$ cat src/rtl/hamming_decoder.sv
`default_nettype none
// ============================================================================
// hamming_decoder: Hamming(7,4) single-error corrector with serial data output.
// Optional macro HAMMING_DEC_ERR_COUNT_EN adds a saturating corrected-word count.
// Revision: 1.0
// ============================================================================
module hamming_decoder (
  input  logic       clk,
  input  logic       reset,
  input  logic [6:0] code_in,
  input  logic       code_valid,
  output logic       code_ready,
  input  logic       read,
  output logic       data_out,
  output logic       data_valid,
  output logic       err_detected,
  output logic [2:0] err_pos,
  output logic [7:0] err_count
);

  typedef enum logic [1:0] {
    IDLE  = 2'd0,
    CHECK = 2'd1,
    SHIFT = 2'd2
  } state_t;

  state_t     r_state;
  state_t     w_next;
  logic [6:0] r_word;
  logic [1:0] r_idx;
  logic       r_err_det;
  logic [2:0] r_err_pos;
  logic [2:0] w_syn;
  logic [6:0] w_flip;
  logic       w_bit;

  // Syndrome bit k covers every code position whose index has bit k set.
  assign w_syn[0] = r_word[0] ^ r_word[2] ^ r_word[4] ^ r_word[6];
  assign w_syn[1] = r_word[1] ^ r_word[2] ^ r_word[5] ^ r_word[6];
  assign w_syn[2] = r_word[3] ^ r_word[4] ^ r_word[5] ^ r_word[6];

  always_comb begin
    w_flip = '0;
    for (int k = 0; k < 7; k++) begin
      w_flip[k] = (w_syn == 3'(k + 1));
    end
  end

  always_ff @(posedge clk or posedge reset) begin
    if (reset) begin
      r_state <= IDLE;
    end else begin
      r_state <= w_next;
    end
  end

  always_comb begin
    w_next = r_state;
    case (r_state)
      IDLE:    if (code_valid) w_next = CHECK;
      CHECK:   w_next = SHIFT;
      SHIFT:   if (read && (r_idx == 2'd3)) w_next = IDLE;
      default: w_next = IDLE;
    endcase
  end

  always_ff @(posedge clk or posedge reset) begin
    if (reset) begin
      r_word    <= '0;
      r_idx     <= '0;
      r_err_det <= 1'b0;
      r_err_pos <= '0;
    end else begin
      case (r_state)
        IDLE: begin
          if (code_valid) begin
            r_word <= code_in;
            r_idx  <= '0;
          end
        end
        CHECK: begin
          r_word    <= r_word ^ w_flip;
          r_err_pos <= w_syn;
          r_err_det <= (w_syn != 3'd0);
        end
        SHIFT: begin
          // Wraps back to 0 on the d4 edge, ready for the next word.
          if (read) r_idx <= r_idx + 2'd1;
        end
        default: ;
      endcase
    end
  end

  always_comb begin
    case (r_idx)
      2'd0:    w_bit = r_word[2];
      2'd1:    w_bit = r_word[4];
      2'd2:    w_bit = r_word[5];
      default: w_bit = r_word[6];
    endcase
  end

  assign code_ready   = (r_state == IDLE);
  assign data_valid   = (r_state == SHIFT);
  assign data_out     = (r_state == SHIFT) ? w_bit : 1'b0;
  assign err_detected = r_err_det;
  assign err_pos      = r_err_pos;

`ifdef HAMMING_DEC_ERR_COUNT_EN
  logic [7:0] r_err_count;

  always_ff @(posedge clk or posedge reset) begin
    if (reset) begin
      r_err_count <= '0;
    end else if ((r_state == CHECK) && (w_syn != 3'd0) && (r_err_count != 8'hFF)) begin
      r_err_count <= r_err_count + 8'd1;
    end
  end

  assign err_count = r_err_count;
`else
  assign err_count = 8'd0;
`endif

endmodule
`default_nettype wire

$ cat config.mk
export PLATFORM = sky130hd
export DESIGN_NAME = hamming_decoder
export DESIGN_NICKNAME = d
export VERILOG_FILES = /design/src/rtl/hamming_decoder.sv
export SDC_FILE = /design/constraint.sdc
export NUM_CORES = 1
export LEC_CHECK = 0
export ABC_AREA = 0
export BUFFER_PORTS_ARGS = -buffer_cell sky130_fd_sc_hd__buf_2
export CAP_MARGIN = 20
export CORE_ASPECT_RATIO = 1.25
export CORE_MARGIN = 1
export CORE_UTILIZATION = 53
export CTS_CLUSTER_DIAMETER = 150
export DETAILED_ROUTE_END_ITERATION = 8
export PLACE_DENSITY_LB_ADDON = 0.15
export SLEW_MARGIN = 25
export SYNTH_ARGS = -nofsm -noshare
export SYNTH_HDL_FRONTEND = slang
export SYNTH_SLANG_ARGS = --single-unit
export TNS_END_PERCENT = 30
$ cat constraint.sdc
create_clock -name clk -period 1.82 [get_ports clk]
set_input_delay 0.273 -clock clk [delete_from_list [all_inputs] [get_ports clk]]
set_output_delay 0.273 -clock clk [all_outputs]
set_load 0.02 [all_outputs]
==> impl_metrics.yaml <==
sta:
  layout_setup_ws_ns: -0.112
  max_freq_mhz: 518
  min_period_over_period_pct: 106
  worst_slew_pin_slew_ns: 0.576
  finalClockSkew_ns: 0.000767
  fin_hold_ws_ns: 0.0292
  drv_slew: 0
  rsz0062_at_grt: "true"
  setup_viol: 1
  slew-limit-headroom_pct: 61.6
  min_period_ns: 1.93
  finalHoldViolCount: 0
  tns_ns: -0.112
floorplan:
  placement_rows: 18
  die-area_um2: 2430
  initial_core_util_pct: 57.7
  io_pins: 26
  coreArea_um2: 2050
  die_h_um: 54.8
  die_w_um: 44.2
grt:
  grt_max_degree: 17
  grt_pass1_wl_um: 3840
  track_usage_pct: 22.0
  antenna_found_initial: 0
  grt_pass1_vias: 890
  grt_overflow: 0
route:
  viasPerCell: 5.39
  vias: 1002
  drt-total-wl_um: 2490
  wire_per_inst_um: 13.4
  postRouteAntennaNets: 0
  drt-initial-drc-count: 18
  drc: 0
  drtPass1Iterations: 6
synth:
  yosysWarnings: 0
  synth_edf_count: 0
  synthFlopType: "dfrtp_1"
  ys_types: 35
  synth_async_sr_flop_share_pct: 100
  netlist_area_um2: 1180
  synth.area.top_cells: "dfrtp_1, xnor2_1, buf_4"
  synth_top_cell_by_area: "dfrtp_1"
  ys_ff_latch: 15
  syn_avg_cell_area_um2: 9.17
  synth_cells: 129
  yosysSeqAreaShare_pct: 31.7
  synth.top_cell.area_share_pct: 31.7
place:
  dp_hpwl_um: 1820
  placed_area_um2: 1270
  gp_congestion: 0.804
  dp.cells: 176
  numPortBuffers: 17
setup_path:
  reg2reg_depth: 5
  crit_start: "r_word[2]$_DFFE_PP0P_"
  cp_max_fo: 5
  crit_path_end_kind: "primary output"
  required_ns: 1.55
  worstReg2RegStart: "r_word[4]$_DFFE_PP0P_"
  timing_worst_setup_path_type: "flip-flop to primary output"
  crit_path_start_kind: "flip-flop"
  crit_arrival_ns: 1.66
layout:
  final_nets: 173
  finalNonFillerCells: 186
  num_antenna_cells: 0
  drive_gt1_share_pct: 31.4
  fin_area_um2: 1380
  register_area_um2: 380
  fillers: 161
  multiInputGateArea_um2: 723
  area_growth_pct: 16.3
clocking:
  cts-root-buf: "clkbuf_4"
  clockBufferDepth: 2
  cts_hold_buf: 0
  insertion_delay_ns: 0.29
  clock_sinks: 15
  cts_tree: "done"
  htree_levels: 1
  cts_made_buffers: 3
  clkTransAtPathRegs_ns: 0.09
run:
  max-cap-violations: 0
status:
  status: "finished with violations"
  failed_checks: "setup timing"
hold_path:
  hold_path_class: "primary input to asynchronous set/reset pin"
==> metal layers <==
metal	share of wire [%]	vias to the layer above	GRT usage, %
met5	0	-	0
met4	1.6	0	9.09
met3	5.4	5	1.98
met2	48	32	36.0
met1	45	476	29.8
li1	-	489	-
==> logic make-up (layout without fill, tap and decap cells) <==
group / Yosys count / count (layout) / share of synthesized area [%]
buf+inv: 18 / 38 / 11.2
simple gates: 47 / 47 / 20.7
fa+ha+maj: 5 / 5 / 5.29
flops: 15 / 15 / 31.7
xor+xnor: 14 / 14 / 13.2
other cells: 1 / 8 / 0.317
compound gates: 28 / 28 / 16.6
mux: 1 / 1 / 0.847
==> critical path, stage by stage, from the launching register on <==
cell and delay, ns:
dfrtp_2 0.48, buf_4 0.17, a222oi_1 0.33, o21ai_1 0.10, and2_1 0.17, buf_6 0.13
==> cells in the mapped netlist (2+ instances only) <==
cell type	n
nand3_1	7
a22o_1	2
nand3b_1	2
nor3_1	4
o21ai_0	7
or4_1	6
ha_1	5
a21oi_1	2
buf_4	9
nor2b_1	3
or2_1	2
o211ai_1	6
xnor2_1	8
buf_6	4
inv_1	3
dfrtp_1	15
a22oi_1	6
nor2_1	9
nand2_1	11
xor2_1	3
==> flip-flops by register name, summed over array words and instances (netlist names), named ones only <==
register / flops
r_state: 2
r_idx: 2
err_pos: 3
err_detected: 1
r_word: 6
==> placed cells by master (no fill, tap or decap), types with 6 or more instances in the layout <==
cell type and n:
nand2_1 11, o21ai_0 6, xnor2_1 7, dfrtp_1 11, buf_4 14, or4_1 6
conb_1 8, o211ai_1 6, nand3_1 7, buf_2 16, a22oi_1 6, nor2_1 9
==> timing repair <==
action / in CTS / in global routing
setup buffers: 5 / 1
gates cloned: 0 / 0
pin swaps: 3 / 2
resized for setup: 9 / 4
setup endpoints to repair: 2 / 7
==> metrics by stage <==
step / utilization (%) / setup WS, ns
3_5_place_dp: 62.0 / -0.000121
6_report: 67.1 / -0.112
5_1_grt: 67.1 / -0.166
3_3_place_gp: 62.0 / 0.0421
4_1_cts: 66.1 / -0.0978
2_1_floorplan: - / 0.154
==> final timing paths <==
check	endpoint	slack, ns
worst min-delay path	err_detected$_DFFE_PP0P_	0.03
worst max register to register	r_word[1]$_DFFE_PP0P_	0.10
min in group clk	r_word[3]$_DFFE_PP0P_	0.22
worst max-delay path	data_out	-0.11
worst min register to register	err_pos[1]$_DFFE_PP0P_	0.48
max in group asynchronous	r_word[2]$_DFFE_PP0P_	1.38
==> cell type report <==
type	count	area share [%]
Clock buffer	4	1.91
Inverter	3	0.819
Multi-Input combinational cell	103	52.6
Sequential cell	15	27.7
Tap cell	30	2.73
Timing Repair Buffer	31	14.3
Power is left out: the tool's default activity adds up to more than one toggle a clock period on the data nets, which glitch-free logic cannot reach.
